$ cat config.mk
export PLATFORM = sky130hd
export DESIGN_NAME = branch_metric_frame_buffer
export DESIGN_NICKNAME = d
export VERILOG_FILES = /design/src/rtl/branch_metric_frame_buffer.sv
export SDC_FILE = /design/constraint.sdc
export NUM_CORES = 2
export LEC_CHECK = 0
export CAP_MARGIN = 10
export CORE_ASPECT_RATIO = 1.2
export CORE_MARGIN = 10
export CORE_UTILIZATION = 50
export DETAILED_ROUTE_END_ITERATION = 6
export GPL_ROUTABILITY_DRIVEN = 0
export PLACE_DENSITY = 0.76
export SYNTH_ARGS = -nofsm -noshare
export SYNTH_HDL_FRONTEND = slang
export SYNTH_SLANG_ARGS = --single-unit
$ cat constraint.sdc
create_clock -name clk -period 2.1 [get_ports clk]
set_clock_uncertainty 0.15 [all_clocks]
set_input_delay 0.315 -clock clk [delete_from_list [all_inputs] [get_ports clk]]
set_output_delay 0.315 -clock clk [all_outputs]
set_load 0.03 [all_outputs]
$ cat src/rtl/branch_metric_frame_buffer.sv
// Ping-pong frame buffer feeding the alpha array: serially collects one trellis step per
// beat into a bank, presents full banks in fill order and holds them until released.
module branch_metric_frame_buffer #(
  parameter int unsigned BITS           = 16,
  parameter int unsigned SYMBOLS        = 10,
  parameter int unsigned OUTPUT_SYMBOLS = 4
) (
  input  logic                                             clk,
  input  logic                                             rst_n,
  input  logic                                             in_valid,
  output logic                                             in_ready,
  input  logic [OUTPUT_SYMBOLS-1:0][BITS-1:0]              in_metric,
  output logic                                             out_valid,
  output logic [SYMBOLS-1:0][OUTPUT_SYMBOLS-1:0][BITS-1:0] branch_metric,
  input  logic                                             frame_release,
  output logic [1:0]                                       occupancy,
  output logic                                             release_err
);

  localparam int unsigned CNT_W = (SYMBOLS > 1) ? $clog2(SYMBOLS) : 1;
  localparam logic [CNT_W-1:0] LAST_STEP = CNT_W'(SYMBOLS - 1);

  typedef enum logic [1:0] {
    ST_EMPTY     = 2'd0,
    ST_FILLING   = 2'd1,
    ST_FULL      = 2'd2,
    ST_PRESENTED = 2'd3
  } bank_state_t;

  typedef logic [SYMBOLS-1:0][OUTPUT_SYMBOLS-1:0][BITS-1:0] frame_t;

  bank_state_t       r_state [2];
  bank_state_t       w_state_nxt [2];
  logic              r_wr_bank;
  logic              w_wr_bank_nxt;
  logic              r_rd_bank;
  logic              w_rd_bank_nxt;
  logic [CNT_W-1:0]  r_wr_cnt;
  logic [CNT_W-1:0]  w_wr_cnt_nxt;
  logic              r_out_valid;
  logic              w_out_valid_nxt;
  logic              r_release_err;
  logic              w_release_err_nxt;
  frame_t            r_bank [2];

  logic              w_accept;
  logic              w_any_presented;
  logic              w_present;
  logic              w_release;
  logic              w_last_step;

  // Writable bank is the one at wr_bank while it is still EMPTY or FILLING
  assign in_ready = rst_n && ((r_state[r_wr_bank] == ST_EMPTY) ||
                              (r_state[r_wr_bank] == ST_FILLING));

  assign w_accept        = in_valid && in_ready;
  assign w_last_step     = (r_wr_cnt == LAST_STEP);
  assign w_any_presented = (r_state[0] == ST_PRESENTED) || (r_state[1] == ST_PRESENTED);
  assign w_present       = !w_any_presented && (r_state[r_rd_bank] == ST_FULL);
  assign w_release       = frame_release && w_any_presented;

  // Next-state logic for both banks and the write/read pointers
  always_comb begin
    w_state_nxt[0]    = r_state[0];
    w_state_nxt[1]    = r_state[1];
    w_wr_bank_nxt     = r_wr_bank;
    w_rd_bank_nxt     = r_rd_bank;
    w_wr_cnt_nxt      = r_wr_cnt;
    w_out_valid_nxt   = 1'b0;
    w_release_err_nxt = r_release_err;

    if (w_accept) begin
      if (w_last_step) begin
        w_state_nxt[r_wr_bank] = ST_FULL;
        w_wr_cnt_nxt           = '0;
        w_wr_bank_nxt          = ~r_wr_bank;
      end else begin
        w_state_nxt[r_wr_bank] = ST_FILLING;
        w_wr_cnt_nxt           = r_wr_cnt + CNT_W'(1);
      end
    end

    // The presented bank is always rd_bank, and it can never be the bank being written
    if (w_release) begin
      w_state_nxt[r_rd_bank] = ST_EMPTY;
      w_rd_bank_nxt          = ~r_rd_bank;
    end

    // Present and release are mutually exclusive: one needs a PRESENTED bank, the other none
    if (w_present) begin
      w_state_nxt[r_rd_bank] = ST_PRESENTED;
      w_out_valid_nxt        = 1'b1;
    end

    if (frame_release && !w_any_presented) begin
      w_release_err_nxt = 1'b1;
    end
  end

  // Control state registers
  always_ff @(posedge clk or negedge rst_n) begin
    if (!rst_n) begin
      r_state[0]    <= ST_EMPTY;
      r_state[1]    <= ST_EMPTY;
      r_wr_bank     <= 1'b0;
      r_rd_bank     <= 1'b0;
      r_wr_cnt      <= '0;
      r_out_valid   <= 1'b0;
      r_release_err <= 1'b0;
    end else begin
      r_state[0]    <= w_state_nxt[0];
      r_state[1]    <= w_state_nxt[1];
      r_wr_bank     <= w_wr_bank_nxt;
      r_rd_bank     <= w_rd_bank_nxt;
      r_wr_cnt      <= w_wr_cnt_nxt;
      r_out_valid   <= w_out_valid_nxt;
      r_release_err <= w_release_err_nxt;
    end
  end

  // Frame storage; reset clears it so a discarded frame never leaks out
  always_ff @(posedge clk or negedge rst_n) begin
    if (!rst_n) begin
      r_bank[0] <= '0;
      r_bank[1] <= '0;
    end else if (w_accept) begin
      r_bank[r_wr_bank][r_wr_cnt] <= in_metric;
    end
  end

  assign branch_metric = r_bank[r_rd_bank];
  assign out_valid     = r_out_valid;
  assign release_err   = r_release_err;
  assign occupancy     = 2'(r_state[0] != ST_EMPTY) + 2'(r_state[1] != ST_EMPTY);

endmodule

# Word-level counts from Yosys, hierarchy flattened
# Cells that the tools add are included.
[totals]
out_inout_bits = 645
ramBits = 0
rom_bits = 0
latchBits = 0
regBits = 1292
n_memories = 0
[op_classes]
eq_ne = 5
mul = 0
n_div = 0
n_shift = 0
muxes = 24
order_cmp = 6
addsub = 2
n_reduce_logical = 15
n_bitwise = 13
[ops]
columns = ["op", "count"]
rows = [
  ["$mux 640", 4],
  ["$bwmux 1280", 1],
  ["$demux 640 s1", 1],
  ["$demux 64 s4", 1],
  ["$mux 64", 1],
  ["$mux 4", 5],
  ["$mux 2", 8],
  ["$logic_and 1x1->1", 8],
  ["$eq 2x2->1 const B", 3],
  ["$lt 4x5->1 const B", 1],
  ["$add 4x1->4 const B", 1],
  ["$and 2x2->2", 2],
  ["$and 4x4->4", 1],
  ["$demux 2 s1", 2],
  ["$eq 4x4->1 const B", 1],
  ["$ge 2x2->1 const B", 2],
  ["$ge 4x1->1 const B", 1],
  ["$lt 2x1->1 const B", 2],
  ["$not 1->2", 2],
  ["$not 2->2", 2],
  ["$not 4->4", 1],
  ["$or 2x2->2", 2],
  ["$or 4x4->4", 1],
  ["$reduce_bool 2->1", 2],
  ["8 further kinds", 10],
]

# Longest topological paths before layout
[logic_depth]
depth_word = 13
ltp_mapped = 7
depth_no_buf = 3

# Worst setup path after synthesis
# OpenSTA, ideal clock, no wires.
[synth_path]
path_type = "reg2out"
from = "register r_rd_bank"
to = "output branch_metric[519] in the netlist's numbering"
arrival_time_ps = 1660
path_slack_ps = -25
t_required_ps = 1635
n_path_buf = 4
stages_incl_launch_ff = 6
cell_sequence = "dfrtp_1 > buf_2 > clkbuf_1 > clkbuf_1 > buf_2 > mux2_2"
[synth_rtl]
columns = ["item", "line", "source"]
rows = [
  ["from (decl)", "36", "logic r_rd_bank;"],
  ["from (signal assigned)", "114", "r_rd_bank <= w_rd_bank_nxt;"],
  ["to (decl)", "14", "output logic [SYMBOLS-1:0][OUTPUT_SYMBOLS-1:0][BITS-1:0] branch_metric,"],
]

==> metrics <==
run status=finished, violations left; failing checks=negative setup slack; Seq cells post-synth=1292; Gate Count Post-Synth=3621; vias in the first global route=35316; kind of critical path=flop to output pin; Total GRT Usage=24.51%; grt met2 use=40.08%; clk_lat worst skew=0.75 ns; most frequent CP cell=buf_4; CP bufs+invs=3; Synth Area in Simple Gates=0.8181%; Synth Area in Adders=0.02211%; LEAKAGE=35.69 nW; GRT overflow=0; fraction of registers with async set/reset=100.0%; Seq/Total Area, Yosys=57.13%; hold_ws=0.06181 ns; met1 Use GR=30.93%; ANT cells=0; Area Overhead vs Synth=24.60%; largest family of logic cells by synthesized area=multiplexers; # rows=135; post-synthesis mux area share=38.69%; Mapped Avg Cell Area=15.63 sq um; met3 Track Usage GR=5.643%; Worst Tran Pin Value=0.9659 ns; top cell type's share of synthesized area=57.13%; chip height=388.5 microns; Crit path max-delay family=buffers and inverters; clock root buffer=clkbuf_16; pre-CTS setup slack=-0.3521 ns; Placed Area=0.06606 sq mm; largest net degree at the start of global routing=176; synthesized area=0.05659 sq mm; fmax=342.4 MHz; vias per cell=5.549; Synth area leader=dfrtp_1; worst-case clock buffer depth=3; TritonRoute pass-1 iters=5; Core Footprint=0.1127 sq mm; synth warn=0; EDFF count, synth=0; initial antenna violation count=2; die width=327.1 microns; WP data required=1.63 ns; Final #Nets=4436; CTS tree=done; critical path's largest stage delay=0.46 ns; Worst-path clk slew=0.07 ns; Post-Route WL=158.7 mm; post-route worst setup slack=-0.8206 ns; Final period util=139.1%; crit-path cells=buf_4 > buf_4 > mux2_2 > dlygate4sd2_1; FILL cells=8487; CP startpoint kind=flop; clock sink count=1292; crit end category=output pin; top cells by count, synth=mux2_2, dfrtp_1, clkbuf_1; Iteration-0 DRC Markers=1947; RSZ-0062 raised after global routing=true; Cell Pwr Density=1605 mW/mm^2; Syn Nets=3690; CP arrival=2.46 ns; Max Cap Violations=0; CP Max Fanout=14; Top FF cell, synth=dfrtp_1; CTS Buf Count=132; die area=0.1271 sq mm; drt wl/cell=26.55 microns; layout cells sized above 1=60.81%; post-layout minimum cycle time=2.921 ns; DRC violations left=0; Design Area, Final=0.07051 sq mm; first-pass GRT wire length=236.0 mm; Vias=33172; Slew Viols, Final=0; Max-slew headroom=35.61%; most frequent cell after synthesis=mux2_2; I/O Buffers=712; worst hold-check path type=primary input to asynchronous set/reset pin; Core Util, Final=62.59%; setup TNS=-460.05 ns; Initial Utilization=50.23%; post-DP HPWL=106.9 mm; Synth cell types=43; Worst IR Drop VDD=0.001143 V; H-tree Lvls=4; CP startpoint=r_rd_bank; synth top area cells=dfrtp_1, mux2_2, mux2_4; Top Usage Layer GRT=met2; Ports=713; endpoints failing hold=0; RR Startpoint=r_wr_cnt[3]; xor/xnor share of the synthesized area=0.06191%; flop2flop setup slack=-0.09 ns; Setup-failing EPs final=785; slowest CP cell=dfrtp_4; Compound-Gate Fraction of Synth Area=0.1238%; Post-DRT Antenna Nets=0
cells in the final DEF, fill, tap and decap left out, types with 23 or more instances in the layout:
master | netlist | layout
buf_12 | 7 | 86
buf_4 | 18 | 430
clkbuf_1 | 196 | 23
clkbuf_16 | 0 | 139
clkbuf_8 | 0 | 33
clkdlybuf4s15_2 | 0 | 51
clkdlybuf4s50_1 | 0 | 66
dfrtp_1 | 1292 | 1291
dlygate4sd2_1 | 0 | 249
mux2_1 | 79 | 79
mux2_2 | 1778 | 1762
mux2_4 | 64 | 80
logic make-up (layout without fill, tap and decap cells):
family                   Yosys count  in the layout
AO/OA/AOI/OAI                      9              9
buffers and inverters            339           1189
multiplexers                    1923           1923
flip-flops                      1292           1292
AND/OR/NAND/NOR                   53             53
XOR/XNOR                           4              4
adder cells (fa/ha/maj)            1              1
layer usage:
metal | wire length [microns] | vias up | part of all wire, %
li1 | - | 14381 | -
met3 | 8443 | 270 | 5.3
met4 | 7055 | 2 | 4.4
met1 | 66380 | 17681 | 42
met5 | 13 | - | 0.0082
met2 | 76800 | 838 | 48
area by class of cell:
cell class	instances	area, sq um	share of cell area (%)
tap	1507	1886	2.674
inverter	1	3.754	0.005323
clock buffer	194	3994	5.664
clock inverter	44	618.1	0.8766
timing repair buffer	950	9061	12.85
multi-input combinational	1990	22620	32.07
sequential	1292	32330	45.86
repair_timing:
item | 4_1_cts | 5_1_grt
gates cloned | 0 | 1
gates resized for setup | 482 | 118
buffers inserted | 0 | 1
pin swaps | 0 | 0
endpoints found under the setup margin | 833 | 920
hold endpoints to repair | 991 | 0
hold buffers | 1 | 0
path summary, 6_finish.rpt:
kind | end | cells after the start
setup reg to reg | r_bank[637] | 4
max in group asynchronous | r_bank[1065] | 5
min in group clk | release_err | 2
setup / recovery | branch_metric[500] | 4
hold / removal | r_bank[159] | 3
hold reg to reg | r_bank[181] | 1
per-stage QoR:
stage          power (mW)  std cells
2_1_floorplan       69.53       3621
3_3_place_gp        89.61       5737
3_5_place_dp        90.55       5737
4_1_cts             113.9       5976
5_1_grt             117.9       5978
6_report            113.1       5978
where the power goes:
part / leakage (nW) / switching, mW / internal, mW / total, mW
Combinational: 16.2 / 27.7 / 22.2 / 49.9
Clock: 2.27 / 10.0 / 14.7 / 24.7
Sequential: 17.2 / 4.54 / 34.0 / 38.5
worst reg2reg max path: stages (launching register included):
cell and delay, ns:
dfrtp_1 0.40, nor2b_1 0.54, and3_4 0.38, buf_12 0.22
mux2_2 0.39
state kept, by name (all words and copies together), names as in the netlist:
register	flops
r_state	4
release_err	1
out_valid	1
r_bank	1280
r_wr_cnt	4
r_rd_bank	1
r_wr_bank	1
Note: power is estimated with default switching activity, not from simulation.
